## config.mk

```make
export PLATFORM = sky130hd
export DESIGN_NAME = clk_meas_sched
export DESIGN_NICKNAME = d
export VERILOG_FILES = /design/src/rtl/clk_meas_sched.sv
export SDC_FILE = /design/constraint.sdc
export NUM_CORES = 1
export LEC_CHECK = 0
export ABC_CLOCK_PERIOD_IN_PS = 5400
export BUFFER_PORTS_ARGS = -buffer_cell sky130_fd_sc_hd__buf_2
export CAP_MARGIN = 20
export CELL_PAD_IN_SITES_DETAIL_PLACEMENT = 1
export CELL_PAD_IN_SITES_GLOBAL_PLACEMENT = 1
export CORE_MARGIN = 2
export CORE_UTILIZATION = 41
export DETAILED_ROUTE_END_ITERATION = 7
export PLACE_DENSITY_LB_ADDON = 0.1
export SYNTH_ARGS = -nofsm -noshare
export SYNTH_HDL_FRONTEND = slang
export SYNTH_SLANG_ARGS = --single-unit
export TNS_END_PERCENT = 5
```

## constraint.sdc

```tcl
create_clock -name clk_ref -period 5.4 [get_ports clk_ref]
set_input_delay 1.08 -clock clk_ref [delete_from_list [all_inputs] [get_ports clk_ref]]
set_output_delay 1.08 -clock clk_ref [all_outputs]
set_load 0.005 [all_outputs]
```

## src/rtl/clk_meas_sched.sv

```systemverilog
// clk_meas_sched: round-robin scheduler sharing one rate-measurement engine
// across NCLK monitored clocks. It drives the engine mux select, sequences
// settle/start/done, stores the latest rate per channel and keeps sticky
// out-of-range and timeout flags. Everything runs in the clk_ref domain.
module clk_meas_sched #(
  parameter int NCLK           = 4,
  parameter int CNT_W          = 32,
  parameter int SETTLE_CYCLES  = 16,
  parameter int TIMEOUT_CYCLES = 1048576,
  localparam int CHW           = (NCLK > 1) ? $clog2(NCLK) : 1
) (
  input  logic                  clk_ref,
  input  logic                  aresetn,
  input  logic                  enable,
  input  logic [NCLK-1:0]       chan_mask,
  input  logic                  clear,
  input  logic [NCLK*CNT_W-1:0] rate_min,
  input  logic [NCLK*CNT_W-1:0] rate_max,
  output logic [CHW-1:0]        sel,
  output logic                  meas_start,
  input  logic                  meas_done,
  input  logic [CNT_W-1:0]      meas_value,
  output logic [NCLK*CNT_W-1:0] rate_out,
  output logic [NCLK-1:0]       valid,
  output logic [NCLK-1:0]       out_of_range,
  output logic [NCLK-1:0]       timeout,
  output logic                  scan_done,
  output logic [15:0]           scan_count
);

  // One counter serves both the settle delay and the WAIT timeout, so it is
  // sized for the larger of the two.
  localparam int MAX_CYCLES = (SETTLE_CYCLES > TIMEOUT_CYCLES) ? SETTLE_CYCLES : TIMEOUT_CYCLES;
  localparam int CW         = $clog2(MAX_CYCLES + 1);
  localparam logic [CW-1:0] SETTLE_LAST  = CW'(SETTLE_CYCLES - 1);
  localparam logic [CW-1:0] TIMEOUT_LAST = CW'(TIMEOUT_CYCLES - 1);

  typedef enum logic [2:0] {IDLE, SELECT, SETTLE, START, WAIT, STORE} state_t;

  state_t          state_reg, state_next;
  logic [CHW-1:0]  cur_reg;
  logic [CW-1:0]   cnt_reg;
  logic            first_reg;
  logic            scan_done_reg;
  logic [15:0]     scan_count_reg;

  logic            found_hi;
  logic [CHW-1:0]  idx_hi;
  logic [CHW-1:0]  idx_lo;
  logic [CHW-1:0]  next_ch;
  logic            run_ok;
  logic            wait_done;
  logic            wait_expire;
  logic            in_store;

  assign run_ok      = enable && (|chan_mask);
  assign wait_done   = (state_reg == WAIT) && meas_done;
  assign wait_expire = (state_reg == WAIT) && !meas_done && (cnt_reg == TIMEOUT_LAST);
  assign in_store    = (state_reg == STORE);

  // Find the lowest masked channel above cur and the lowest masked channel overall.
  always_comb begin
    found_hi = 1'b0;
    idx_hi   = '0;
    idx_lo   = '0;
    for (int i = NCLK - 1; i >= 0; i--) begin
      if (chan_mask[i]) begin
        idx_lo = CHW'(i);
        if (CHW'(i) > cur_reg) begin
          found_hi = 1'b1;
          idx_hi   = CHW'(i);
        end
      end
    end
    // The very first sweep after reset starts at index 0 inclusive.
    next_ch = (first_reg || !found_hi) ? idx_lo : idx_hi;
  end

  // Next-state logic. START always proceeds to WAIT: once the engine has
  // been pulsed its answer (or timeout) must be consumed before idling.
  always_comb begin
    state_next = state_reg;
    case (state_reg)
      IDLE:    if (run_ok) state_next = SELECT;
      SELECT:  state_next = run_ok ? SETTLE : IDLE;
      SETTLE: begin
        if (!enable)                     state_next = IDLE;
        else if (cnt_reg == SETTLE_LAST) state_next = START;
      end
      START:   state_next = WAIT;
      WAIT:    if (wait_done || wait_expire) state_next = STORE;
      STORE:   state_next = run_ok ? SELECT : IDLE;
      default: state_next = IDLE;
    endcase
  end

  // State register, channel pointer, shared cycle counter and sweep bookkeeping.
  always_ff @(posedge clk_ref or negedge aresetn) begin
    if (!aresetn) begin
      state_reg      <= IDLE;
      cur_reg        <= '0;
      cnt_reg        <= '0;
      first_reg      <= 1'b1;
      scan_done_reg  <= 1'b0;
      scan_count_reg <= '0;
    end else begin
      state_reg     <= state_next;
      scan_done_reg <= 1'b0;
      case (state_reg)
        SELECT: begin
          cnt_reg <= '0;
          if (state_next == SETTLE) begin
            cur_reg   <= next_ch;
            first_reg <= 1'b0;
          end
        end
        SETTLE:  cnt_reg <= cnt_reg + 1'b1;
        START:   cnt_reg <= '0;
        WAIT:    cnt_reg <= cnt_reg + 1'b1;
        STORE: begin
          // Sweep ends when nothing masked remains above the current channel.
          if (!found_hi) begin
            scan_done_reg  <= 1'b1;
            scan_count_reg <= scan_count_reg + 16'd1;
          end
        end
        default: ;
      endcase
    end
  end

  assign sel        = cur_reg;
  assign meas_start = (state_reg == START);
  assign scan_done  = scan_done_reg;
  assign scan_count = scan_count_reg;

  // Per-channel result storage and sticky flags.
  genvar gi;
  generate
    for (gi = 0; gi < NCLK; gi++) begin : g_chan
      logic [CNT_W-1:0] rate_reg;
      logic             valid_reg;
      logic             oor_reg;
      logic             tmo_reg;
      logic             hit;
      logic             out_lim;
      logic [CNT_W-1:0] lim_min;
      logic [CNT_W-1:0] lim_max;

      assign hit     = (cur_reg == CHW'(gi));
      assign lim_min = rate_min[gi*CNT_W +: CNT_W];
      assign lim_max = rate_max[gi*CNT_W +: CNT_W];
      assign out_lim = (rate_reg < lim_min) || (rate_reg > lim_max);

      // Capture result or timeout; a new set beats a simultaneous clear.
      always_ff @(posedge clk_ref or negedge aresetn) begin
        if (!aresetn) begin
          rate_reg  <= '0;
          valid_reg <= 1'b0;
          oor_reg   <= 1'b0;
          tmo_reg   <= 1'b0;
        end else begin
          if (wait_done && hit) begin
            rate_reg  <= meas_value;
            valid_reg <= 1'b1;
          end else if (wait_expire && hit) begin
            rate_reg  <= '0;
            valid_reg <= 1'b0;
          end
          oor_reg <= (oor_reg && !clear) || (in_store && hit && valid_reg && out_lim);
          tmo_reg <= (tmo_reg && !clear) || (wait_expire && hit);
        end
      end

      assign rate_out[gi*CNT_W +: CNT_W] = rate_reg;
      assign valid[gi]        = valid_reg;
      assign out_of_range[gi] = oor_reg;
      assign timeout[gi]      = tmo_reg;
    end
  endgenerate

endmodule

```

==> results of run 1 <==
## through the flow
stage | hold slack, ps | std cells | total power, mW
finish | 484 | 2377 | 7.12
floorplan | 468 | 1476 | 4.34
global placement | 457 | 2337 | 5.71
global route | 514 | 2375 | 7.71
detailed placement | 475 | 2337 | 5.89
CTS | 491 | 2368 | 7.16
## kinds of logic (layout without fill, tap and decap cells)
group | Yosys count | in the layout | share of synthesized area
compound gates | 392 | 392 | 0.199
simple gates | 315 | 315 | 0.122
buf+inv | 311 | 761 | 0.0961
fa+ha+maj | 254 | 254 | 0.233
flops | 184 | 184 | 0.337
xor+xnor | 17 | 17 | 0.0109
mux | 3 | 3 | 0.00229
other cells | 0 | 9 | 0
## area by class of cell
class	count	area, um^2
well taps	442	553
inverters	267	1000
fillers	3971	15900
flip-flops and latches	184	4610
clock buffers	17	425
multi-input cells	981	7760
clock inverters	14	134
diodes	9	22.5
repair buffers	463	2340
## how the worst min path moves through the flow
stage | start | to | slack, ps | cells past startpoint
global placement | scan_count[15] | scan_count[15] | 460 | 1
finish | scan_count[15] | scan_count[15] | 480 | 1
floorplan | scan_count[15] | scan_count[15] | 470 | 1
global route | scan_count[15] | scan_count[15] | 510 | 1
detailed placement | scan_count[15] | scan_count[15] | 480 | 1
CTS | scan_count[15] | scan_count[15] | 490 | 1
## critical path: cells and delay by family
kind	cells	cell delay, ps
buffers and inverters	2	110
AND/OR/NAND/NOR	3	1150
AO/OA/AOI/OAI	3	560
adder cells (fa/ha/maj)	1	290
## layout by cell type, fill, tap and decap left out, types with 3 or more instances in the layout
cell and instances:
sky130_fd_sc_hd__xor2_1 4, sky130_fd_sc_hd__nor3_1 15, sky130_fd_sc_hd__xnor2_1 13, sky130_fd_sc_hd__a2111oi_0 6, sky130_fd_sc_hd__ha_1 254, sky130_fd_sc_hd__or4_1 3, sky130_fd_sc_hd__nand2_1 75, sky130_fd_sc_hd__nand3_1 40
sky130_fd_sc_hd__nor4_1 13, sky130_fd_sc_hd__nand2b_1 8, sky130_fd_sc_hd__o211ai_1 12, sky130_fd_sc_hd__dfrtp_1 183, sky130_fd_sc_hd__clkbuf_16 17, sky130_fd_sc_hd__o22ai_1 7, sky130_fd_sc_hd__a31oi_1 9, sky130_fd_sc_hd__a22o_1 131
sky130_fd_sc_hd__a221oi_1 7, sky130_fd_sc_hd__and4_1 11, sky130_fd_sc_hd__a21o_1 22, sky130_fd_sc_hd__or3_1 8, sky130_fd_sc_hd__a211oi_1 15, sky130_fd_sc_hd__and3_1 8, sky130_fd_sc_hd__and2_1 3, sky130_fd_sc_hd__nor2b_1 19
sky130_fd_sc_hd__o31ai_1 5, sky130_fd_sc_hd__inv_1 267, sky130_fd_sc_hd__diode_2 9, sky130_fd_sc_hd__inv_8 4, sky130_fd_sc_hd__inv_6 5, sky130_fd_sc_hd__buf_2 455, sky130_fd_sc_hd__nor2_1 47, sky130_fd_sc_hd__a21oi_1 94
sky130_fd_sc_hd__nand4_1 50, sky130_fd_sc_hd__nand2_4 4, sky130_fd_sc_hd__nor2_2 3, sky130_fd_sc_hd__o21ai_0 68, sky130_fd_sc_hd__buf_4 7
## routing by layer
layer	GRT usage	vias to the layer above
li1	-	6173
met5	0	-
met1	0.377	6583
met3	0.0451	76
met4	0.108	2
met2	0.513	408
## power by group
part / internal (mW) / total (mW) / leakage, nW / switching (mW)
Combinational: 1.58 / 3.27 / 7.19 / 1.69
Sequential: 1.86 / 2.62 / 2.47 / 0.767
Clock: 0.611 / 1.23 / 0.272 / 0.619
==> impl_results.md, run 1 <==
* Most repeated cell in the gate-level netlist after synthesis: sky130_fd_sc_hd__inv_1
* CTS tree: done
* Maximum clock skew at final layout at 17.4 ps
* Internal reg-to-reg setup slack at 2580 ps
* Post-placement worst setup slack at 2070 ps
* Total placed instance area at about 16,000 um^2
* Setup repair bufs after CTS at 0
* CP max FO at 3
* Top-area cell type share of the netlist area at 0.335
* Crit share post-route at 0.535
* CP peak stage delay at about 530 ps
* Clock edge transition at the registers on the reported setup and hold paths at about 80 ps
* Clk root buf: sky130_fd_sc_hd__clkbuf_16
* Post-layout nets at 2,465
* Vias after detailed routing at between 10,000 and 15,000
* First-pass GRT wire length at roughly 80,000 um
* Worst path setup slack after routing at around 2500 ps
* Number of sinks on the clock net at about 180
* Least-Margin Pin Slew at about 1200 ps
* Category of the most critical setup path: in2reg
* Max_slew headroom at 0.210
* Worst vdd ir at between 150 and 200 uV
* Vert. Die Dim at 187 um
* Peak Freq at 0.346 GHz
* Metal2 WL at 25,700 um
* Max clock buf depth at 2
* Num ports at 457
* Area Overhead vs Synth at 23.3%
* Global placer's final weighted congestion at roughly 0.9
* Dominant register cell in the synthesized netlist: sky130_fd_sc_hd__dfrtp_1
* Worst endpoint data arrival time at about 3200 ps
* # setup viols final at 0
* Number of warnings reported in the yosys synthesis log at 0
* Number of gates given a new drive strength after cts at 0
* Post-Layout Inst Area at 16,800 um^2
* Mapped cell area at between 10,000 and 15,000 um^2
* Post-synthesis async set-or-reset flop share at 1.00
* Max FFs per register at between 100 and 150
* Endpoints failing hold at 0
* Initial antenna violation count at 9
* Syn_nets at 2,027
* R2r startpoint: cnt_reg[0]
* Cell depth of the worst flop-to-flop path at 7
* Worst-path cell with the longest stage delay: sky130_fd_sc_hd__nor4_1
* Power density normalized to cell area at 423 nW/um^2
* Area inside the core boundary at roughly 33,000 um^2
* Initial core utilization at 0.418
* Number of maximum-capacitance violations at 0
* Most common library cells after synthesis: sky130_fd_sc_hd__inv_1 (267), sky130_fd_sc_hd__ha_1 (254), sky130_fd_sc_hd__dfrtp_1 (183)
* Run status: completed
* Required time at the endpoint of the critical path at 5710 ps
* Met3 routed WL at between 2000 and 3000 um
* Number of buffers added to fix hold violations after cts at 0
* Per-cell via count in the routed design at around 5.6
* Cell breakdown of the critical path: buf_2, inv_1, ha_1, nand4_1, nor4_1, o21ai_0, a31oi_1, a211oi_1, or3_1
* Length of the first detailed-routing pass in iterations at 6
* Row count at 66
* Sequential fraction of the synthesis area at 0.337
* RSZ-0062 raised after global routing: false
* Final slew viol count at 0
* Syn Area/Cell at approximately 9.3 um^2
* Layout cells sized above 1 at 0.264
* Area contributors post-synth: sky130_fd_sc_hd__dfrtp_1 (34%), sky130_fd_sc_hd__ha_1 (23%), sky130_fd_sc_hd__a22o_1 (8.4%)
* FF+latch count, synth at roughly 180
* Met1 wire length at 22,200 um
* Post-synth EDFFs at 0
* GRT Total Usage at 0.297
* Leakage power at around 9.9 nW
* Launching instance or port of the critical path: rate_min[93]
* DP Wirelength at roughly 43,000 um
* IO buf count at about 460
* Die Footprint at 34,800 um^2
* End point of the critical path: g_chan[2].oor_reg
* Setup TNS at 0 ps
* Tightest Hold Check Type: reg2reg
* Final period demand of the worst path at 2890 ps
* CTS H-tree lvls at 4
* Number of buffers created by CTS at 17
* Reg2reg end: g_chan[2].rate_reg[0]
* Starting DRC count in detailed routing at between 500 and 600
* Vias in the first global route at between 10,000 and 15,000
* Detail-routed net length per standard cell at 21.9 um
* Final core area utilization at 0.515
* Clk_lat worst skew at 440 ps
* Horiz. Die Dim at roughly 190 um
* Synth cell types at 57
* Leading area contributor after synthesis: sky130_fd_sc_hd__dfrtp_1
* Pin count of the biggest net entering global routing at roughly 120
* Residual antenna-violating net count after detailed routing at 0
* Critical path capture point type: register
* DR top layer: met5
* Critical Path Start Type: primary input
* Gate count of the mapped netlist at ~1,500
* Total DRC errors in the routed layout at 0
* Total grt overflow at 0
* Routed wire length at 52,100 um
(Power assumes the default switching activity.)
==> run 2: changes to the inputs <==
--- a/config.mk
+++ b/config.mk
@@ -5,13 +5,14 @@
 export SDC_FILE = /design/constraint.sdc
 export NUM_CORES = 1
 export LEC_CHECK = 0
-export ABC_CLOCK_PERIOD_IN_PS = 5400
+export ABC_AREA = 1
+export ABC_CLOCK_PERIOD_IN_PS = 2690
 export BUFFER_PORTS_ARGS = -buffer_cell sky130_fd_sc_hd__buf_2
 export CAP_MARGIN = 20
 export CELL_PAD_IN_SITES_DETAIL_PLACEMENT = 1
 export CELL_PAD_IN_SITES_GLOBAL_PLACEMENT = 1
 export CORE_MARGIN = 2
-export CORE_UTILIZATION = 41
+export CORE_UTILIZATION = 37
 export DETAILED_ROUTE_END_ITERATION = 7
 export PLACE_DENSITY_LB_ADDON = 0.1
 export SYNTH_ARGS = -nofsm -noshare
==> constraint.sdc (replaced) <==
create_clock -name clk_ref -period 2.69 [get_ports clk_ref]
set_input_delay 0.538 -clock clk_ref [delete_from_list [all_inputs] [get_ports clk_ref]]
set_output_delay 0.538 -clock clk_ref [all_outputs]
set_load 0.005 [all_outputs]
==> impl_results.md, run 2 <==
* Setup repair bufs after CTS at 0
* Per-cell via count in the routed design at between 5 and 6
* Starting DRC count in detailed routing at ~660
* Critical Path Start Type: register
* Post-synthesis adder-cell area fraction at 0.218
* Dominant register cell in the synthesized netlist: sky130_fd_sc_hd__dfrtp_1
* Number of gates given a new drive strength after cts at 0
* Pin count of the biggest net entering global routing at 63
* IO buf count at about 460
* Initial core utilization at 0.376
* Required time at the endpoint of the critical path at roughly 2200 ps
* Syn Area/Cell at slightly above 7 um^2
* Number of maximum-capacitance violations at 0
* DP Wirelength at approximately 46,000 um
* Length of the first detailed-routing pass in iterations at 6
* Total DRC errors in the routed layout at 0
* Category of the most critical setup path: reg2out
* Horiz. Die Dim at just over 200 um
* Tightest Hold Check Type: in2async
* Area Overhead vs Synth at 24.0%
* Setup TNS at 0 ps
* Fill count at ~5,100
* Total grt overflow at 0
* Mux contribution to synthesized area at 0.000687
* Area contributors post-synth: sky130_fd_sc_hd__dfrtp_1 (31%), sky130_fd_sc_hd__ha_1 (22%), sky130_fd_sc_hd__nand2_1 (15%)
* Area inside the core boundary at between 30,000 and 40,000 um^2
* Run status: completed
* Post-synthesis async set-or-reset flop share at 1.00
* Number of sinks on the clock net at 184
* Clk_lat worst skew at 450 ps
* Clock edge transition at the registers on the reported setup and hold paths at about 80 ps
* Met1 global-route usage at 0.341
* Vias after detailed routing at 15,032
* Residual antenna-violating net count after detailed routing at 0
* Post-synth EDFFs at 0
* Synth cell types at 39
* Fraction of synthesized cell area in xor and xnor cells at 0.0102
* Met2 demand-to-capacity share in global routing at 0.466
* Worst vdd ir at 495 uV
* Gate count of the mapped netlist at 2,010
* Most common library cells after synthesis: sky130_fd_sc_hd__nand2_1 (601), sky130_fd_sc_hd__inv_1 (356), sky130_fd_sc_hd__ha_1 (254)
* RSZ-0062 raised after global routing: false
* CP max FO at 15
* Met3 Usage GRT at 0.0419
* Max_slew headroom at 0.554
* Row count at 72
* Max clock buf depth at 2
* Endpoints failing hold at 0
* Worst endpoint data arrival time at between 1500 and 2000 ps
* Least-Margin Pin Slew at between 600 and 700 ps
* Num ports at ~460
* Leakage power at between 10 and 15 nW
* Syn_nets at roughly 2,600
* # setup viols final at 0
* Power density normalized to cell area at 821 nW/um^2
* Post-layout nets at between 3,000 and 4,000
* Most common library cell in the layout ignoring fill and taps: sky130_fd_sc_hd__nand2_1
* Die Footprint at about 41,000 um^2
* Crit share post-route at 0.885
* Multi-input gate area in the final layout at 8360 um^2
* Number of warnings reported in the yosys synthesis log at 0
* Initial antenna violation count at 9
* Vert. Die Dim at slightly above 200 um
* Mapped cell area at between 10,000 and 15,000 um^2
* Most frequent cells in the layout: sky130_fd_sc_hd__nand2_1 (601), sky130_fd_sc_hd__buf_2 (455), sky130_fd_sc_hd__inv_1 (356)
* FF+latch count, synth at between 150 and 200
* GRT Total Usage at 0.267
* Maximum clock skew at final layout at between 15 and 20 ps
* Most repeated cell in the gate-level netlist after synthesis: sky130_fd_sc_hd__nand2_1
* Sequential fraction of the synthesis area at 0.316
* Power consumption at roughly 15 mW
* Storage cell area at 4610 um^2
* CTS tree: done
* Max FFs per register at approximately 130
* Routed wire length at between 50,000 and 60,000 um
* First-pass GRT wire length at roughly 85,000 um
* CTS H-tree lvls at 4
* Peak Freq at approximately 0.42 GHz
* Final period demand of the worst path at around 2400 ps
* Detail-routed net length per standard cell at approximately 18 um
* Clk root buf: sky130_fd_sc_hd__clkbuf_16
* Global placer's final weighted congestion at 0.870
* Critical path capture point type: output pin
* Dominant combinational cell family by area after synthesis: simple AND/OR/NAND/NOR gates
* Leading area contributor after synthesis: sky130_fd_sc_hd__dfrtp_1
* Vias in the first global route at roughly 16,000
* Layout cells sized above 1 at 0.215
* Share of synthesized cell area in and, or, nand and nor gates at 0.271
* Final slew viol count at 0
* Compound-gate portion of the synthesized area at 0.0738
* Number of buffers created by CTS at 17
* Final core area utilization at 0.466
* Busiest layer in global routing: met2
* Number of buffers added to fix hold violations after cts at 0
* Top-area cell type share of the netlist area at 0.314
==> run 2: cell types whose count changed in the layout (fill, tap and decap cells not counted), moves of 11 or more <==
cell | previous run | this run
sky130_fd_sc_hd__a211oi_1 | 15 | 0
sky130_fd_sc_hd__a21o_1 | 22 | 5
sky130_fd_sc_hd__a21oi_1 | 94 | 130
sky130_fd_sc_hd__a22o_1 | 131 | 1
sky130_fd_sc_hd__and4_1 | 11 | 0
sky130_fd_sc_hd__inv_1 | 267 | 356
sky130_fd_sc_hd__nand2_1 | 75 | 601
sky130_fd_sc_hd__nand3_1 | 40 | 155
sky130_fd_sc_hd__nand4_1 | 50 | 26
sky130_fd_sc_hd__nor2_1 | 47 | 109
sky130_fd_sc_hd__nor2b_1 | 19 | 0
sky130_fd_sc_hd__o21ai_0 | 68 | 42
==> run 2: cell families (layout without fill, tap and decap cells) <==
family                   Yosys count  count (layout)
AO/OA/AOI/OAI                    201             201
XOR/XNOR                          17              17
adder cells (fa/ha/maj)          254             254
buffers and inverters            411             867
flip-flops                       184             184
multiplexers                       1               1
other                              0               9
AND/OR/NAND/NOR                  942             942
==> run 2: where the power goes <==
part | switching (mW) | internal, mW
Combinational | 3.90 | 2.98
Clock | 1.17 | 1.53
Sequential | 1.51 | 3.74
==> run 2: cell type report <==
class                   count  share of cell area
multi-input cells        1415               0.463
clock inverters            13             0.00921
clock buffers              19              0.0251
inverters                 361              0.0750
diodes                      9             0.00125
flip-flops and latches    184               0.255
repair buffers            474               0.136
well taps                 518              0.0359
==> run 2: worst paths after layout <==
kind / start / endpoint / slack [ps] / depth (start not counted)
setup / recovery: state_reg[0] / meas_start / 310 / 5
hold / removal: aresetn / g_chan[0].rate_reg[4] / 50 / 1
setup reg to reg: cnt_reg[0] / g_chan[2].rate_reg[5] / 570 / 9
hold reg to reg: g_chan[2].oor_reg / g_chan[2].oor_reg / 490 / 2
max in group asynchronous: aresetn / first_reg / 1940 / 2
min in group clk_ref: meas_value[23] / g_chan[1].rate_reg[23] / 390 / 3
==> run 2: per-layer routing <==
metal | share of wire | vias to the layer above
met5 | 0 | -
met4 | 0.022 | 0
met3 | 0.046 | 61
li1 | - | 7320
met1 | 0.44 | 7278
met2 | 0.49 | 373
==> run 2: stage by stage <==
stage	worst slack [ps]	cell area, um^2	instances	hold slack [ps]
6_report	308	18100	2993	46.9
5_1_grt	187	18100	2991	55.8
4_1_cts	288	18000	2983	41.6
3_5_place_dp	552	17400	2951	470
3_3_place_gp	620	17400	2951	460
2_1_floorplan	924	14600	2010	242
==> run 2: worst max-delay path: stages (launching register included) <==
cell and delay (ps):
sky130_fd_sc_hd__dfrtp_1 380, sky130_fd_sc_hd__inv_1 60, sky130_fd_sc_hd__nor2_1 250, sky130_fd_sc_hd__inv_1 330, sky130_fd_sc_hd__nor2_1 230, sky130_fd_sc_hd__buf_2 140
